### src/rtl/id_stage_pkg.sv
// Shared decode constants for the ID stage: opcodes, the NOP word and instruction field positions.
// Also holds the small helpers used by the decode and hazard logic.
package id_stage_pkg;

    localparam logic [5:0]  OP_BEQ   = 6'h04;
    localparam logic [5:0]  OP_J     = 6'h02;
    localparam logic [31:0] NOP_WORD = 32'h0000_0000;

    localparam int OPC_HI = 31;
    localparam int OPC_LO = 26;
    localparam int RS_HI  = 25;
    localparam int RS_LO  = 21;
    localparam int RT_HI  = 20;
    localparam int RT_LO  = 16;
    localparam int IMM_HI = 15;
    localparam int IMM_LO = 0;
    localparam int TGT_HI = 25;
    localparam int TGT_LO = 0;

    function automatic logic [31:0] sign_extend16(input logic [15:0] imm);
        return {{16{imm[15]}}, imm};
    endfunction

    // A producer only conflicts when it targets a real register that this instruction reads.
    function automatic logic hazard_match(input logic [4:0] dst,
                                          input logic [4:0] rs,
                                          input logic [4:0] rt);
        return (dst != 5'd0) && ((dst == rs) || (dst == rt));
    endfunction

endpackage

### src/rtl/id_stage_if.sv
// Bus bundle between the fetch/EX/MEM/WB side (master) and the ID stage (slave).
interface id_stage_if;

    logic [31:0] pc_add_out;
    logic [31:0] r_data;
    logic        wb_RegWrite;
    logic [4:0]  wb_write_reg;
    logic [31:0] wb_write_data;
    logic        ex_RegWrite;
    logic        ex_MemRead;
    logic [4:0]  ex_write_reg;
    logic        mem_MemRead;
    logic [4:0]  mem_write_reg;

    logic        PCWrite;
    logic        PCSrc;
    logic        Jump;
    logic [31:0] branch_add;
    logic [31:0] jump_add;
    logic [31:0] id_pc_add;
    logic [31:0] id_inst;
    logic [31:0] read_data1;
    logic [31:0] read_data2;
    logic [31:0] sign_ext;
    logic        id_bubble;

    modport master (
        output pc_add_out, r_data,
        output wb_RegWrite, wb_write_reg, wb_write_data,
        output ex_RegWrite, ex_MemRead, ex_write_reg,
        output mem_MemRead, mem_write_reg,
        input  PCWrite, PCSrc, Jump, branch_add, jump_add,
        input  id_pc_add, id_inst, read_data1, read_data2, sign_ext, id_bubble
    );

    modport slave (
        input  pc_add_out, r_data,
        input  wb_RegWrite, wb_write_reg, wb_write_data,
        input  ex_RegWrite, ex_MemRead, ex_write_reg,
        input  mem_MemRead, mem_write_reg,
        output PCWrite, PCSrc, Jump, branch_add, jump_add,
        output id_pc_add, id_inst, read_data1, read_data2, sign_ext, id_bubble
    );

endinterface

### src/rtl/register_file.sv
// 32x32 register file: two combinational read ports, one write port, $0 hard-wired to zero.
// With ID_BYPASS_EN defined, a same-cycle write is forwarded to matching read ports.
module register_file
    import id_stage_pkg::*;
(
    input  logic        clk,
    input  logic        rst,
    input  logic [4:0]  raddr1_i,
    input  logic [4:0]  raddr2_i,
    output logic [31:0] rdata1_o,
    output logic [31:0] rdata2_o,
    input  logic        we_i,
    input  logic [4:0]  waddr_i,
    input  logic [31:0] wdata_i
);

    logic [31:0] reg_vals [32];

    genvar gi;
    generate
        for (gi = 0; gi < 32; gi++) begin : g_reg
            if (gi == 0) begin : g_zero
                assign reg_vals[gi] = '0;
            end else begin : g_flop
                logic [31:0] reg_q;
                always_ff @(posedge clk or negedge rst) begin
                    if (!rst) begin
                        reg_q <= '0;
                    end else if (we_i && (waddr_i == 5'(gi))) begin
                        reg_q <= wdata_i;
                    end
                end
                assign reg_vals[gi] = reg_q;
            end
        end
    endgenerate

    always_comb begin
        rdata1_o = (raddr1_i == 5'd0) ? 32'd0 : reg_vals[raddr1_i];
        rdata2_o = (raddr2_i == 5'd0) ? 32'd0 : reg_vals[raddr2_i];
`ifdef ID_BYPASS_EN
        if (we_i && (raddr1_i != 5'd0) && (waddr_i == raddr1_i)) begin
            rdata1_o = wdata_i;
        end
        if (we_i && (raddr2_i != 5'd0) && (waddr_i == raddr2_i)) begin
            rdata2_o = wdata_i;
        end
`endif
    end

endmodule

### src/rtl/id_stage.sv
// Pipeline ID stage: IF/ID register, register file, hazard stalls, branch/jump resolution.
// Optional write-through of the WB port to the read ports is enabled by defining ID_BYPASS_EN.
module id_stage
    import id_stage_pkg::*;
#(
    parameter logic [31:0] RESET_INST = NOP_WORD
) (
    input  logic       clk,
    input  logic       rst,
    id_stage_if.slave  bus
);

    logic [31:0] inst_q, inst_d;
    logic [31:0] pc_q, pc_d;
    logic        valid_q, valid_d;

    logic [5:0]  opcode;
    logic [4:0]  rs, rt;
    logic [15:0] imm;
    logic [25:0] target;
    logic [31:0] imm_ext;
    logic [31:0] rd1, rd2;

    logic is_beq, is_j;
    logic load_use, branch_hazard, stall;
    logic take_branch, take_jump, flush;

    assign opcode  = inst_q[OPC_HI:OPC_LO];
    assign rs      = inst_q[RS_HI:RS_LO];
    assign rt      = inst_q[RT_HI:RT_LO];
    assign imm     = inst_q[IMM_HI:IMM_LO];
    assign target  = inst_q[TGT_HI:TGT_LO];
    assign imm_ext = sign_extend16(imm);

    register_file u_rf (
        .clk      (clk),
        .rst      (rst),
        .raddr1_i (rs),
        .raddr2_i (rt),
        .rdata1_o (rd1),
        .rdata2_o (rd2),
        .we_i     (bus.wb_RegWrite),
        .waddr_i  (bus.wb_write_reg),
        .wdata_i  (bus.wb_write_data)
    );

    assign is_beq = (opcode == OP_BEQ);
    assign is_j   = (opcode == OP_J);

    assign load_use = valid_q && bus.ex_MemRead && hazard_match(bus.ex_write_reg, rs, rt);

    // beq compares in ID, so it must also wait for any ALU result still in EX and any load in MEM.
    assign branch_hazard = valid_q && is_beq &&
                           ((bus.ex_RegWrite  && hazard_match(bus.ex_write_reg,  rs, rt)) ||
                            (bus.mem_MemRead  && hazard_match(bus.mem_write_reg, rs, rt)));

    assign stall       = load_use || branch_hazard;
    assign take_branch = valid_q && !stall && is_beq && (rd1 == rd2);
    assign take_jump   = valid_q && !stall && is_j;
    assign flush       = take_branch || take_jump;

    always_comb begin
        inst_d  = inst_q;
        pc_d    = pc_q;
        valid_d = valid_q;
        if (flush) begin
            inst_d  = RESET_INST;
            valid_d = 1'b0;
        end else if (!stall) begin
            inst_d  = bus.r_data;
            pc_d    = bus.pc_add_out;
            valid_d = 1'b1;
        end
    end

    always_ff @(posedge clk or negedge rst) begin
        if (!rst) begin
            inst_q  <= RESET_INST;
            pc_q    <= '0;
            valid_q <= 1'b0;
        end else begin
            inst_q  <= inst_d;
            pc_q    <= pc_d;
            valid_q <= valid_d;
        end
    end

    assign bus.PCWrite    = !stall;
    assign bus.PCSrc      = take_branch;
    assign bus.Jump       = take_jump;
    assign bus.id_bubble  = stall || !valid_q;
    assign bus.branch_add = pc_q + {imm_ext[29:0], 2'b00};
    assign bus.jump_add   = {pc_q[31:28], target, 2'b00};
    assign bus.id_pc_add  = pc_q;
    assign bus.id_inst    = inst_q;
    assign bus.read_data1 = rd1;
    assign bus.read_data2 = rd2;
    assign bus.sign_ext   = imm_ext;

endmodule

### src/flat_wrapper.sv
// flat-port wrapper written by rule: the top's interface ports become plain ports
module id_stage_flat import id_stage_pkg::*;
#(
    parameter logic [31:0] RESET_INST = NOP_WORD
)
  (clk, rst, bus_pc_add_out, bus_r_data, bus_wb_RegWrite, bus_wb_write_reg, bus_wb_write_data, bus_ex_RegWrite, bus_ex_MemRead, bus_ex_write_reg, bus_mem_MemRead, bus_mem_write_reg, bus_PCWrite, bus_PCSrc, bus_Jump, bus_branch_add, bus_jump_add, bus_id_pc_add, bus_id_inst, bus_read_data1, bus_read_data2, bus_sign_ext, bus_id_bubble);
  id_stage_if bus_i ();
  input  logic clk;
  input  logic rst;
  input wire logic [$bits(bus_i.pc_add_out)-1:0] bus_pc_add_out;
  input wire logic [$bits(bus_i.r_data)-1:0] bus_r_data;
  input wire logic [$bits(bus_i.wb_RegWrite)-1:0] bus_wb_RegWrite;
  input wire logic [$bits(bus_i.wb_write_reg)-1:0] bus_wb_write_reg;
  input wire logic [$bits(bus_i.wb_write_data)-1:0] bus_wb_write_data;
  input wire logic [$bits(bus_i.ex_RegWrite)-1:0] bus_ex_RegWrite;
  input wire logic [$bits(bus_i.ex_MemRead)-1:0] bus_ex_MemRead;
  input wire logic [$bits(bus_i.ex_write_reg)-1:0] bus_ex_write_reg;
  input wire logic [$bits(bus_i.mem_MemRead)-1:0] bus_mem_MemRead;
  input wire logic [$bits(bus_i.mem_write_reg)-1:0] bus_mem_write_reg;
  output wire logic [$bits(bus_i.PCWrite)-1:0] bus_PCWrite;
  output wire logic [$bits(bus_i.PCSrc)-1:0] bus_PCSrc;
  output wire logic [$bits(bus_i.Jump)-1:0] bus_Jump;
  output wire logic [$bits(bus_i.branch_add)-1:0] bus_branch_add;
  output wire logic [$bits(bus_i.jump_add)-1:0] bus_jump_add;
  output wire logic [$bits(bus_i.id_pc_add)-1:0] bus_id_pc_add;
  output wire logic [$bits(bus_i.id_inst)-1:0] bus_id_inst;
  output wire logic [$bits(bus_i.read_data1)-1:0] bus_read_data1;
  output wire logic [$bits(bus_i.read_data2)-1:0] bus_read_data2;
  output wire logic [$bits(bus_i.sign_ext)-1:0] bus_sign_ext;
  output wire logic [$bits(bus_i.id_bubble)-1:0] bus_id_bubble;
  assign bus_i.pc_add_out = bus_pc_add_out;
  assign bus_i.r_data = bus_r_data;
  assign bus_i.wb_RegWrite = bus_wb_RegWrite;
  assign bus_i.wb_write_reg = bus_wb_write_reg;
  assign bus_i.wb_write_data = bus_wb_write_data;
  assign bus_i.ex_RegWrite = bus_ex_RegWrite;
  assign bus_i.ex_MemRead = bus_ex_MemRead;
  assign bus_i.ex_write_reg = bus_ex_write_reg;
  assign bus_i.mem_MemRead = bus_mem_MemRead;
  assign bus_i.mem_write_reg = bus_mem_write_reg;
  assign bus_PCWrite = bus_i.PCWrite;
  assign bus_PCSrc = bus_i.PCSrc;
  assign bus_Jump = bus_i.Jump;
  assign bus_branch_add = bus_i.branch_add;
  assign bus_jump_add = bus_i.jump_add;
  assign bus_id_pc_add = bus_i.id_pc_add;
  assign bus_id_inst = bus_i.id_inst;
  assign bus_read_data1 = bus_i.read_data1;
  assign bus_read_data2 = bus_i.read_data2;
  assign bus_sign_ext = bus_i.sign_ext;
  assign bus_id_bubble = bus_i.id_bubble;
  id_stage #(.RESET_INST(RESET_INST)) u_core (.clk(clk), .rst(rst), .bus(bus_i));
endmodule
### config.mk
export PLATFORM = sky130hd
export DESIGN_NAME = id_stage_flat
export DESIGN_NICKNAME = d
export VERILOG_FILES = /design/src/rtl/id_stage_pkg.sv /design/src/rtl/id_stage_if.sv /design/src/rtl/register_file.sv /design/src/rtl/id_stage.sv /design/src/flat_wrapper.sv
export SDC_FILE = /design/constraint.sdc
export NUM_CORES = 2
export LEC_CHECK = 0
export ABC_CLOCK_PERIOD_IN_PS = 5100
export BUFFER_PORTS_ARGS = -buffer_cell sky130_fd_sc_hd__clkbuf_2
export CAP_MARGIN = 15
export CORE_ASPECT_RATIO = 0.6
export CORE_UTILIZATION = 56
export CTS_CLUSTER_DIAMETER = 150
export DETAILED_ROUTE_END_ITERATION = 10
export PLACE_DENSITY = 0.85
export SYNTH_ARGS = -nofsm -noshare
export SYNTH_HDL_FRONTEND = slang
export SYNTH_SLANG_ARGS = --single-unit
### constraint.sdc
create_clock -name clk -period 5.1 [get_ports clk]
set_input_delay 0.51 -clock clk [delete_from_list [all_inputs] [get_ports clk]]
set_output_delay 0.51 -clock clk [all_outputs]
set_load 0.02 [all_outputs]
==> impl_metrics.env <==
export IMPL_cpPeakStageDelay_ns=0.54
export IMPL_fin_crit_sh=1.02
export IMPL_synth_distinct_cells=77
export IMPL_top_layer="met5"
export IMPL_maxCapViolCount=0
export IMPL_area_sequential_um2=26500
export IMPL_globalplace_congestion=0.922
export IMPL_wire_per_inst_um=33.8
export IMPL_synth_area_per_cell_um2=14.5
export IMPL_port_buffers=342
export IMPL_seq_area_frac_synth=0.454
export IMPL_post_synth_top_count_cell="dfrtp_1"
export IMPL_cts_root_buf="clkbuf_16"
export IMPL_finalCoreUtilization=0.649
export IMPL_drt_met1_wl_um=71800
export IMPL_die_h_um=252
export IMPL_dp_cells=5519
export IMPL_rsz0062_at_grt="true"
export IMPL_synth_flop_cell="dfrtp_1"
export IMPL_start_util=0.566
export IMPL_synth_common_cells="dfrtp_1 (1057), mux2_2 (1026), mux4_2 (451)"
export IMPL_end_kind="primary output"
export IMPL_drv_slew=0
export IMPL_grt_start_max_net_pins=157
export IMPL_leakage_nw=29.7
export IMPL_cts_tree="yes"
export IMPL_grt_ovfl_total=0
export IMPL_place_ws_ns=0.0425
export IMPL_viasPerCell=7.20
export IMPL_fin_cells=5801
export IMPL_io_pin_count=345
export IMPL_hp_class="in -> reg"
export IMPL_worstMarginPinSlew_ns=1.29
export IMPL_ys_async_sr_fraction=1.00
export IMPL_core_area_um2=103000
export IMPL_dr_wl_met2_um=84200
export IMPL_fin_nets=4469
export IMPL_wirelength_um=196000
export IMPL_startpoint="u_core.bus.id_inst[21]"
export IMPL_critPathLaunchType="flop"
export IMPL_synth_top_cell_by_area="dfrtp_1"
export IMPL_min_from="bus_pc_add_out[26]"
export IMPL_hold_viol=0
export IMPL_numCtsBuffers=95
export IMPL_required_ns=4.59
export IMPL_area_delta_synth_final_pct=14.7
export IMPL_finalCriticalPeriod_ns=5.21
export IMPL_synth_seq_cells=1057
export IMPL_path_cells="buf_4 -> buf_12 -> buf_12 -> mux4_2 -> mux2i_1 -> o22ai_1 -> a21oi_4 -> nor2_1 -> nor4bb_2 -> nand4_1 -> nor4_4 -> buf_4 -> clkbuf_4"
export IMPL_fmax_ghz=0.192
export IMPL_clkLatencyLatePin_ns=0.74
export IMPL_antenna_found_initial=10
export IMPL_cts_clk_slew_worst_paths_ns=0.07
export IMPL_relSlewSlack=0.139
export IMPL_hpwl_um=119000
export IMPL_outcome="complete, but fails checks"
export IMPL_drc=0
export IMPL_multi_input_comb_area_um2=29800
export IMPL_fin_ws_ns=-0.109
export IMPL_syn_inst=4027
export IMPL_crit_buf_inv=5
export IMPL_synth_top_cells_by_area="dfrtp_1 (45%), mux2_2 (20%), mux4_2 (17%), mux2i_1 (1.7%), clkbuf_1 (1.5%)"
export IMPL_route_met3_wl_um=27800
export IMPL_vdd_drop_max_mv=0.333
export IMPL_worst_path_max_fanout=12
export IMPL_synth_edf_count=0
export IMPL_grt_pass1_wl_um=287000
export IMPL_grt_pass1_vias=42200
export IMPL_dieArea_um2=105000
export IMPL_clkSinkCount=1057
export IMPL_fillers=7031
export IMPL_placed_cell_area_um2=61800
export IMPL_finalSetupViolCount=1
export IMPL_synth_warnings=0
export IMPL_fin_worst_skew_ns=0.0357
export IMPL_die_w_um=418
export IMPL_drive_gt1_frac=0.539
export IMPL_vias=41700
export IMPL_first_iter_violations=6386
export IMPL_synth_area_um2=58200
export IMPL_synth_top_area_frac=0.454
export IMPL_final_area_um2=66800
export IMPL_setup_tns_ns=-0.109
export IMPL_critical_path_class="reg -> out"
export IMPL_total_power_mw=27.1
export IMPL_arrival_ns=4.70
export IMPL_crit_family="simple AND/OR/NAND/NOR gates"
export IMPL_row_count=91
export IMPL_violations="negative setup slack"
export IMPL_grt_usage=0.372
export IMPL_cts_buffer_depth=3
export IMPL_r2r_start="u_core.bus.id_inst[16]"
export IMPL_crit_path_top_delay_cell="mux4_2"
export IMPL_holdWs_ns=0.0271
export IMPL_drtPass1Iterations=8
export IMPL_h_tree_depth=3
export IMPL_powerDensity_nw_per_um2=405
export IMPL_postRouteAntennaNets=0
-- flip-flops by register name, indices dropped and copies added (netlist names) --
| register | cells |
|---|---|
| u_core.bus.id_inst | 32 |
| u_core.bus.id_pc_add | 32 |
| u_core.valid_q | 1 |
| u_core.u_rf.g.g_flop.reg_q | 992 |
-- power breakdown --
group | switching, mW | internal, mW | leakage (nW)
Clock | 3.46 | 4.24 | 1.62
Combinational | 3.87 | 4.14 | 14.7
Sequential | 1.38 | 9.97 | 13.4
Total | 8.71 | 18.4 | 29.7
-- cells in the final DEF, fill, tap and decap left out, drive strengths merged, types with 17 or more instances in the layout --
cell	n
a221o	17
mux4	451
a221oi	26
ha	29
dlygate4sd3	50
inv	44
a22o	39
a21oi	73
mux2	1124
xor2	22
buf	254
nor2b	27
o21ai	25
a22oi	52
nand2	108
o221ai	29
dfrtp	1057
o32ai	18
nor3	22
a31o	18
clkinv	27
mux2i	99
xnor2	50
nor2	68
clkbuf	473
-- cell type report --
type / instances / area share
Antenna cell: 5 / 0.000187
Clock buffer: 132 / 0.0416
Clock inverter: 44 / 0.00757
Inverter: 41 / 0.00230
Multi-Input combinational cell: 2475 / 0.446
Sequential cell: 1057 / 0.397
Tap cell: 1395 / 0.0261
Timing Repair Buffer: 652 / 0.0791
-- worst register-to-register path: cells and delay by family, from the launching register on --
kind / cells / cell delay [ns]
buffers and inverters: 8 / 1.57
and+or+nand+nor: 5 / 1.50
AOI/OAI and AO/OA: 3 / 0.65
DFF: 1 / 0.43
muxes: 1 / 0.34
xor gates and xnor gates: 1 / 0.21
-- routing by layer --
layer / global-route usage / up-vias
li1: - / 16000
met1: 0.502 / 21700
met2: 0.525 / 3286
met3: 0.137 / 803
met4: 0.200 / 6
met5: 0 / -
-- path summary, 6_finish.rpt --
path | end | slack (ns) | depth (start not counted)
hold reg to reg | u_core.u_rf.g_reg[22].g_flop.reg_q[1] | 0.53 | 1
setup reg to reg | u_core.bus.id_pc_add[0] | 0.29 | 18
setup / recovery | bus_PCSrc | -0.11 | 13
min in group asynchronous | u_core.u_rf.g_reg[9].g_flop.reg_q[23] | 0.36 | 2
max in group asynchronous | u_core.u_rf.g_reg[22].g_flop.reg_q[19] | 3.20 | 3
hold / removal | u_core.bus.id_pc_add[26] | 0.03 | 2
-- timing repair --
action,4_1_cts,5_1_grt
hold endpoints to repair,124,0
pin swaps,9,10
resized for setup,55,29
hold buffers,50,0
setup endpoints to repair,1,2
buffers inserted,41,3
gates cloned,7,0
-- kinds of logic (layout without fill, tap and decap cells) --
family          after synthesis  in the layout  share of synthesized area
fa+ha+maj                    30             30                    0.00657
compound gates              376            376                     0.0479
flops                      1057           1057                      0.454
simple gates                321            321                     0.0276
xor+xnor                     72             72                     0.0108
mux                        1674           1674                      0.411
other cells                   1              7                  0.0000644
buf+inv                     496            869                     0.0422
No activity file was read; power rests on OpenSTA's default activity.
